File: src/rtl/wbm_bytes.sv
// wbm_bytes: Wishbone B4 pipelined master driven by a full-duplex byte stream.
// Each received byte yields exactly one transmitted byte one clock later.
// A frame carries header, byte select, address and per-word data. It runs
// 1..16 word bursts with optional address increment and reports ack, bus
// error or timeout through response tokens.
//
// Ports:
//   wb_clk_i, wb_rst_i   clock, asynchronous active-high reset
//   wb_cyc_o, wb_stb_o   bus cycle / strobe
//   wb_we_o, wb_sel_o    write enable / byte select
//   wb_adr_o, wb_dat_o   address / write data
//   wb_dat_i             read data
//   wb_stall_i, wb_ack_i, wb_err_i   slave handshake
//   rx_stb, rx_data      incoming byte strobe and value
//   tx_stb, tx_data      outgoing byte strobe and value
//   busy                 frame in progress (state not IDLE)
module wbm_bytes #(
  parameter int unsigned ADDR_W  = 16,
  parameter int unsigned DATA_W  = 32,
  parameter int unsigned TIMEOUT = 255
) (
  input  logic                wb_clk_i,
  input  logic                wb_rst_i,
  output logic                wb_cyc_o,
  output logic                wb_stb_o,
  output logic                wb_we_o,
  output logic [DATA_W/8-1:0] wb_sel_o,
  output logic [ADDR_W-1:0]   wb_adr_o,
  output logic [DATA_W-1:0]   wb_dat_o,
  input  logic [DATA_W-1:0]   wb_dat_i,
  input  logic                wb_stall_i,
  input  logic                wb_ack_i,
  input  logic                wb_err_i,
  input  logic                rx_stb,
  input  logic [7:0]          rx_data,
  output logic                tx_stb,
  output logic [7:0]          tx_data,
  output logic                busy
);

  localparam int unsigned ABYTES = ADDR_W / 8;
  localparam int unsigned DBYTES = DATA_W / 8;
  localparam int unsigned CNT_W  = 4;
  localparam int unsigned TO_W   = (TIMEOUT < 2) ? 1 : $clog2(TIMEOUT + 1);

  localparam logic [7:0] TOK_FILL = 8'h00;
  localparam logic [7:0] TOK_ACK  = 8'h55;
  localparam logic [7:0] TOK_ERR  = 8'hEE;
  localparam logic [7:0] TOK_TMO  = 8'hE7;

  typedef enum logic [2:0] {
    S_IDLE,
    S_SEL,
    S_ADDR,
    S_WDATA,
    S_WAIT,
    S_RDATA
  } state_t;

  typedef enum logic [1:0] {
    R_NONE,
    R_ACK,
    R_ERR,
    R_TMO
  } res_t;

  state_t              state_q, state_d;
  res_t                res_q, res_d;
  logic                we_q, we_d;
  logic                inc_q, inc_d;
  logic [3:0]          words_q, words_d;
  logic [CNT_W-1:0]    byte_q, byte_d;
  logic [ADDR_W-1:0]   adr_q, adr_d;
  logic [DBYTES-1:0]   sel_q, sel_d;
  logic [DATA_W-1:0]   dat_q, dat_d;
  logic [DATA_W-1:0]   rd_q, rd_d;
  logic [TO_W-1:0]     tcnt_q, tcnt_d;
  logic                cyc_q, cyc_d;
  logic                stb_q, stb_d;
  logic                tx_stb_q, tx_stb_d;
  logic [7:0]          tx_data_q, tx_data_d;
  logic                busy_q, busy_d;

  logic                start_c;
  logic                to_hit_c;
  logic                last_a_c;
  logic                last_d_c;

  assign last_a_c = (byte_q == CNT_W'(ABYTES - 1));
  assign last_d_c = (byte_q == CNT_W'(DBYTES - 1));
  // Abort on the TIMEOUT-th clock with the cycle open; TIMEOUT of 0 never fires.
  assign to_hit_c = (TIMEOUT != 0) && (tcnt_q == TO_W'(TIMEOUT - 1));

  // Next-state and next-register logic: bus engine first, then byte FSM.
  always_comb begin
    state_d   = state_q;
    res_d     = res_q;
    we_d      = we_q;
    inc_d     = inc_q;
    words_d   = words_q;
    byte_d    = byte_q;
    adr_d     = adr_q;
    sel_d     = sel_q;
    dat_d     = dat_q;
    rd_d      = rd_q;
    tcnt_d    = tcnt_q;
    cyc_d     = cyc_q;
    stb_d     = stb_q;
    tx_stb_d  = rx_stb;
    tx_data_d = tx_data_q;
    start_c   = 1'b0;

    // Bus engine: strobe handshake, termination and timeout.
    if (cyc_q) begin
      tcnt_d = tcnt_q + TO_W'(1);
      if (stb_q && !wb_stall_i) begin
        stb_d = 1'b0;
      end
      if (wb_ack_i || wb_err_i) begin
        cyc_d = 1'b0;
        stb_d = 1'b0;
        if (wb_err_i) begin
          res_d = R_ERR;
        end else begin
          res_d = R_ACK;
          if (!we_q) begin
            rd_d = wb_dat_i;
          end
        end
      end else if (to_hit_c) begin
        cyc_d = 1'b0;
        stb_d = 1'b0;
        res_d = R_TMO;
      end
    end

    // Byte FSM: one step per received byte.
    if (rx_stb) begin
      tx_data_d = TOK_FILL;
      unique case (state_q)
        S_IDLE: begin
          // Bytes without the frame marker (e.g. 0x00 fill) are skipped.
          if (rx_data[5]) begin
            we_d    = rx_data[7];
            inc_d   = rx_data[6];
            words_d = rx_data[3:0];
            byte_d  = '0;
            state_d = S_SEL;
          end
        end
        S_SEL: begin
          sel_d   = rx_data[DBYTES-1:0];
          byte_d  = '0;
          state_d = S_ADDR;
        end
        S_ADDR: begin
          adr_d = ADDR_W'({adr_q, rx_data});
          if (last_a_c) begin
            byte_d = '0;
            if (we_q) begin
              state_d = S_WDATA;
            end else begin
              start_c = 1'b1;
              state_d = S_WAIT;
            end
          end else begin
            byte_d = byte_q + CNT_W'(1);
          end
        end
        S_WDATA: begin
          dat_d = DATA_W'({dat_q, rx_data});
          if (last_d_c) begin
            byte_d  = '0;
            start_c = 1'b1;
            state_d = S_WAIT;
          end else begin
            byte_d = byte_q + CNT_W'(1);
          end
        end
        S_WAIT: begin
          // Token comes from the registered result, so an ack in this same
          // clock still answers fill; the token goes out on the next byte.
          if (res_q != R_NONE) begin
            res_d  = R_NONE;
            byte_d = '0;
            if (res_q == R_ACK) begin
              tx_data_d = TOK_ACK;
              if (!we_q) begin
                state_d = S_RDATA;
              end else if (words_q != 4'd0) begin
                words_d = words_q - 4'd1;
                adr_d   = adr_q + ADDR_W'(inc_q);
                state_d = S_WDATA;
              end else begin
                state_d = S_IDLE;
              end
            end else if (res_q == R_ERR) begin
              tx_data_d = TOK_ERR;
              state_d   = S_IDLE;
            end else begin
              tx_data_d = TOK_TMO;
              state_d   = S_IDLE;
            end
          end
        end
        S_RDATA: begin
          tx_data_d = rd_q[DATA_W-1 -: 8];
          rd_d      = DATA_W'({rd_q, 8'h00});
          if (last_d_c) begin
            byte_d = '0;
            if (words_q != 4'd0) begin
              words_d = words_q - 4'd1;
              adr_d   = adr_q + ADDR_W'(inc_q);
              start_c = 1'b1;
              state_d = S_WAIT;
            end else begin
              state_d = S_IDLE;
            end
          end else begin
            byte_d = byte_q + CNT_W'(1);
          end
        end
        default: begin
          state_d = S_IDLE;
        end
      endcase
    end

    // Cycle launch; only requested while no cycle is open.
    if (start_c) begin
      cyc_d  = 1'b1;
      stb_d  = 1'b1;
      tcnt_d = '0;
      res_d  = R_NONE;
    end

    busy_d = (state_d != S_IDLE);
  end

  // State and output registers.
  always_ff @(posedge wb_clk_i or posedge wb_rst_i) begin
    if (wb_rst_i) begin
      state_q   <= S_IDLE;
      res_q     <= R_NONE;
      we_q      <= 1'b0;
      inc_q     <= 1'b0;
      words_q   <= '0;
      byte_q    <= '0;
      adr_q     <= '0;
      sel_q     <= '0;
      dat_q     <= '0;
      rd_q      <= '0;
      tcnt_q    <= '0;
      cyc_q     <= 1'b0;
      stb_q     <= 1'b0;
      tx_stb_q  <= 1'b0;
      tx_data_q <= '0;
      busy_q    <= 1'b0;
    end else begin
      state_q   <= state_d;
      res_q     <= res_d;
      we_q      <= we_d;
      inc_q     <= inc_d;
      words_q   <= words_d;
      byte_q    <= byte_d;
      adr_q     <= adr_d;
      sel_q     <= sel_d;
      dat_q     <= dat_d;
      rd_q      <= rd_d;
      tcnt_q    <= tcnt_d;
      cyc_q     <= cyc_d;
      stb_q     <= stb_d;
      tx_stb_q  <= tx_stb_d;
      tx_data_q <= tx_data_d;
      busy_q    <= busy_d;
    end
  end

  assign wb_cyc_o = cyc_q;
  assign wb_stb_o = stb_q;
  assign wb_we_o  = we_q;
  assign wb_sel_o = sel_q;
  assign wb_adr_o = adr_q;
  assign wb_dat_o = dat_q;
  assign tx_stb   = tx_stb_q;
  assign tx_data  = tx_data_q;
  assign busy     = busy_q;

endmodule

File: config.mk
export PLATFORM = sky130hd
export DESIGN_NAME = wbm_bytes
export DESIGN_NICKNAME = d
export VERILOG_FILES = /design/src/rtl/wbm_bytes.sv
export SDC_FILE = /design/constraint.sdc
export NUM_CORES = 1
export LEC_CHECK = 0
export ABC_AREA = 1
export BUFFER_PORTS_ARGS = -buffer_cell sky130_fd_sc_hd__buf_2
export CAP_MARGIN = 20
export CORE_MARGIN = 5
export CORE_UTILIZATION = 55
export CTS_BUF_LIST = sky130_fd_sc_hd__clkbuf_16
export DETAILED_ROUTE_END_ITERATION = 6
export GPL_TIMING_DRIVEN = 0
export PLACE_DENSITY = 0.79
export REMOVE_ABC_BUFFERS = 1
export SLEW_MARGIN = 5
export SYNTH_ARGS = -nofsm -noshare
export SYNTH_HDL_FRONTEND = slang
export SYNTH_SLANG_ARGS = --single-unit
File: constraint.sdc
create_clock -name wb_clk_i -period 4.9 [get_ports wb_clk_i]
set_clock_uncertainty 0.15 [all_clocks]
set_input_delay 0.245 -clock wb_clk_i [delete_from_list [all_inputs] [get_ports wb_clk_i]]
set_output_delay 0.245 -clock wb_clk_i [all_outputs]
set_load 0.01 [all_outputs]
## Word level (Yosys, flattened, before mapping)

Index checks and enable logic that the tools add are counted.
W data, S select, Z words.

- Add/subtract/negate cells: 4
- Multiplexer cells: 66
- Reductions and logical operators: 20
- Equality and inequality tests: 15

Operator list:

| operator | number |
|---|---|
| $mux W32 | 6 |
| $mux W16 | 5 |
| $pmux W16 S3 | 1 |
| $mux W4 | 11 |
| $mux W8 | 4 |
| $mux W3 | 10 |
| $pmux W4 S5 | 1 |
| $mux W2 | 9 |
| $pmux W3 S6 | 1 |
| $add A16 B1 Y16 | 1 |
| $pmux W8 S2 | 1 |
| $mux W1 | 15 |
| $pmux W4 S3 | 1 |
| $ne A2 B2 Y1 const B | 5 |
| $reduce_bool A3 Y1 | 3 |
| $add A8 B1 Y8 const B | 1 |
| $eq A8 B8 Y1 const B | 1 |
| $reduce_bool A4 Y1 | 2 |
| $reduce_and A7 Y1 | 1 |
| $eq A3 B2 Y1 const B | 2 |
| $eq A3 B3 Y1 const B | 2 |
| $reduce_and A2 Y1 | 3 |
| $reduce_and A6 Y1 | 1 |
| $reduce_bool A5 Y1 | 1 |
| other kinds (16) | 17 |

- Output and inout port bits: 65
- Word-level logic and storage cells: 121
- Register bits after elaboration: 119
- Input bits: 46

## Longest topological paths before layout

- Depth in word-level cells: 8
- Mapped depth: 11
- Depth with buffers taken out: 10

## Least setup slack after synthesis

OpenSTA, ideal clock, no wires.

- Path kind: reg2reg
- Start point: register adr_q[0] (netlist: wb_adr_o[0])
- End point: register adr_q[6] (netlist: wb_adr_o[6])
- Cell stages (with the launch flop): 10
- Arrival time: 1506 ps
- Setup slack: 3127 ps
- Path buffers: 0
- Data required time: 4634 ps
- Setup time: 116 ps
- Period minus slack after synthesis: 1773 ps
- Path through: dfrtp_1 ha_1 ha_1 nand3_1 nor2_1 or2_2 nand3_1 o21ai_0 nand2_1 nand2_1

- Longest elaborated chain between the ends: 6
- Elaborated cells between the ends (all ways): 7
- Those cells by class: add/sub: 1; mux: 6

RTL lines:

| what | RTL line | text |
|---|---|---|
| from (decl) | 73 | `logic [ADDR_W-1:0] adr_q, adr_d;` |
| from (signal assigned) | 266 | `adr_q <= adr_d;` |
| $add A16 B1 Y16 * | 192, 213 |  |
| $mux W16 * | 190, 211 |  |
| $mux W16 | 188 | `if (!we_q) begin` |
| $mux W16 | 186 | `if (res_q == R_ACK) begin` |
| $mux W16 | 183 | `if (res_q != R_NONE) begin` |
| $pmux W16 S3 * | 140 | `unique case (state_q)` |

Mark *: on every way between the ends. The rest lies on a longest branch, timed or not. The select of a mux whose other input is x is not followed.
A chain may end at the register's enable or synchronous reset.

## Worst setup path in the final report

- Start point: register state_q[2]
- End point: register rd_q[11]

- Longest elaborated chain between the ends: 3

RTL lines:

| what | RTL line | text |
|---|---|---|
| from (decl) | 67 | `state_t state_q, state_d;` |
| from (signal assigned) | 260 | `state_q <= state_d;` |
| $eq A3 B3 Y1 | 140 |  |
| $mux W32 | 140 |  |
| $mux W32 | 138 | `if (rx_stb) begin` |
| net rd_d[11] | 76 | `logic [DATA_W-1:0] rd_q, rd_d;` |
| to (signal assigned) | 269 | `rd_q <= rd_d;` |
| to (decl) | 76 |  |

The timed path passes the listed nets, and every way through them passes these cells.

==> results.py <==
metrics = {
    "die": {
        "die_h_um": 112,
        "die_x_um": 112,
        "fp-row-count": 37,
        "core_area_um2": 10300,
        "start_util": 0.560,
        "ios": 111,
        "dieArea_um2": 12600,
    },
    "timing": {
        "finalHoldViolations": 0,
        "drv_slew": 0,
        "finalHoldWorstSlack_ns": 0.0144,
        "tightest_slew_ns": 0.925,
        "relSlewSlack": 0.382,
        "fin_tns_setup_ns": 0,
        "fmax_mhz": 336,
        "timing.final.crit_period_ns": 2.97,
        "setup_viol": 0,
        "min_period_over_period": 0.607,
        "rsz0062_at_grt": "no",
    },
    "pwr": {
        "total_power_mw": 4.39,
        "vdd_drop_max_mv": 0.262,
        "power.leakage_nw": 3.77,
        "cellPowerDensity_nw_per_um2": 597,
    },
    "final_layout": {
        "nFillCells": 831,
        "syn2layout_area_growth_pct": 27.7,
        "antenna_cells": 0,
        "final_util": 0.715,
        "final_common_cell": "nand2_1",
        "final_area_um2": 7350,
        "final_nets": 904,
        "layout_common_cells": "156 x nand2_1, 119 x dfrtp_1, 110 x buf_2",
        "drive_gt1_frac": 0.190,
    },
    "global_route": {
        "grt_max_degree": 69,
        "grt_pass1_wl_mm": 24.1,
        "grt_pass1_vias": 5287,
        "globalRouteTotalUtil": 0.233,
        "antenna_found_initial": 0,
        "grt_overflow": 0,
    },
    "worst_setup_path": {
        "cp_slowest_cell": "inv_1",
        "crit_fanout": 33,
        "critPathKind": "flop to flop",
        "end_kind": "flop",
        "critPathMostFrequentCell": "nand2_1",
        "crit_family": "simple AND/OR/NAND/NOR gates",
        "critical-path-max-stage-delay_ns": 0.91,
        "crit_chain": "nand2_1 -> nor2_2 -> nand2_1 -> inv_1 -> a21oi_1 -> o21ai_0 -> nand2_1",
        "cp.buffers_inverters": 1,
        "startpoint_type": "flop",
        "arrival_ns": 3.10,
        "cp.required_ns": 5.03,
    },
    "cts": {
        "cts_max_level": 4,
        "cts_tree": "done",
        "cts.sinks": 119,
        "cts_resized": 0,
        "cts_buffer_depth": 2,
        "clock_latency_ns": 0.41,
        "cts.clk_slew.worst_paths_ns": 0.05,
        "numCtsBuffers": 17,
        "cts_root_buffer": "clkbuf_16",
    },
    "drt": {
        "dr.first_iter.drc_count": 410,
        "routedWlPerCell_um": 14.3,
        "ant_nets": 0,
        "remaining_drc_errors": 0,
        "vias_per_cell": 5.33,
        "drt-pass1-iter-count": 6,
        "vias": 5317,
        "drt-total-wl_mm": 14.3,
    },
    "logic_synthesis": {
        "synth.area.top_cells": "dfrtp_1 52%, nand2_1 10%, o21ai_0 7.6%",
        "netlist_area_um2": 5760,
        "synth_top_area_frac": 0.517,
        "yosys.area.top_type": "dfrtp_1",
        "ys_ff_latch": 119,
        "syn_inst": 705,
        "ys_types": 38,
        "syn_area_per_cell_um2": 8.17,
        "ys_seq_area_frac": 0.517,
        "yosys_warnings": 0,
    },
    "placement": {
        "place_congestion": 0.858,
        "placed_area_um2": 6410,
        "numPortBuffers": 110,
        "hpwl_mm": 9.18,
    },
    "job": {
        "max_cap_viol_count": 0,
    },
    "hold_path": {
        "min_path_type": "primary input to flop",
    },
    "run_status": {
        "status": "finished clean",
    },
}
-- cells in the mapped netlist, drive strengths merged --
| library cell | instances |
|---|---|
| nand2 | 161 |
| xor2 | 5 |
| a22oi | 1 |
| o21ai | 95 |
| ha | 7 |
| mux2 | 8 |
| nor3 | 11 |
| clkbuf | 12 |
| o22ai | 4 |
| nor2 | 83 |
| inv | 81 |
| nand3b | 2 |
| o221ai | 1 |
| a2bb2oi | 1 |
| o211ai | 4 |
| dfrtp | 119 |
| nand3 | 32 |
| xnor2 | 7 |
| buf | 13 |
| nor3b | 2 |
| a21oi | 47 |
| or2 | 4 |
| nand4 | 5 |
-- worst register-to-register path, cell delays in order, from the launching register on --
cell     delay (ns)
dfrtp_1        0.49
nand2_1        0.11
nor2_2         0.23
nand2_1        0.60
inv_1          0.91
a21oi_1        0.13
o21ai_0        0.14
nand2_1        0.09
-- cell families after synthesis --
kind of cell,after synthesis,share of synthesized area
compound gates,153,0.140
xor+xnor,12,0.0183
fa+ha+maj,7,0.0152
buf+inv,106,0.0758
flops,119,0.517
mux,8,0.0156
simple gates,300,0.218
-- final timing paths --
check	start	to	slack [ns]	cells past startpoint
min in group asynchronous	wb_rst_i	wb_cyc_o	0.28	3
min	rx_data[6]	wb_dat_o[6]	0.01	3
max reg2reg	state_q[2]	rd_q[11]	1.93	7
min reg2reg	wb_dat_o[29]	wb_dat_o[29]	0.33	2
max in group asynchronous	wb_rst_i	wb_adr_o[7]	3.64	4
max	state_q[2]	rd_q[11]	1.93	7
-- where the power goes --
| group | switching [mW] | total, mW | internal, mW |
|---|---|---|---|
| clock | 0.421 | 1.15 | 0.729 |
| sequential | 0.317 | 1.72 | 1.41 |
| combinational | 0.918 | 1.52 | 0.600 |
| total | 1.66 | 4.39 | 2.74 |
-- what timing repair did --
action,CTS,global route
buffers inserted,0,0
hold buffers,40,0
hold endpoints to repair,93,0
-- registers in the layout, indices dropped and copies added, names as in the netlist --
name      flops
wb_we_o       1
tx_data       8
tx_stb        1
tcnt_q        8
wb_dat_o     32
wb_adr_o     16
wb_sel_o      4
rd_q         32
busy          1
wb_stb_o      1
byte_q        4
wb_cyc_o      1
inc_q         1
state_q       3
words_q       4
res_q         2
-- layout make-up --
cell class / count / area (um^2) / area share
inverters: 81 / 312 / 0.0424
well taps: 136 / 170 / 0.0231
clock buffers: 17 / 425 / 0.0579
multi-input cells: 480 / 2340 / 0.319
flip-flops and latches: 119 / 2980 / 0.405
repair buffers: 152 / 1010 / 0.137
clock inverters: 13 / 116 / 0.0158
-- routing by layer --
layer,global-route usage,part of all wire,routed length (um)
met1,0.282,0.40,5730
met2,0.392,0.50,7180
met3,0.0674,0.076,1080
met4,0.0913,0.022,316
met5,0,0,0
-- stage by stage --
step / std cells / worst slack [ns]
2_1_floorplan: 680 / 1.35
3_3_place_gp: 926 / 0.0950
3_5_place_dp: 928 / 1.94
4_1_cts: 998 / 1.94
5_1_grt: 998 / 1.59
6_report: 998 / 1.93
Note: power is estimated with default switching activity, not from simulation.
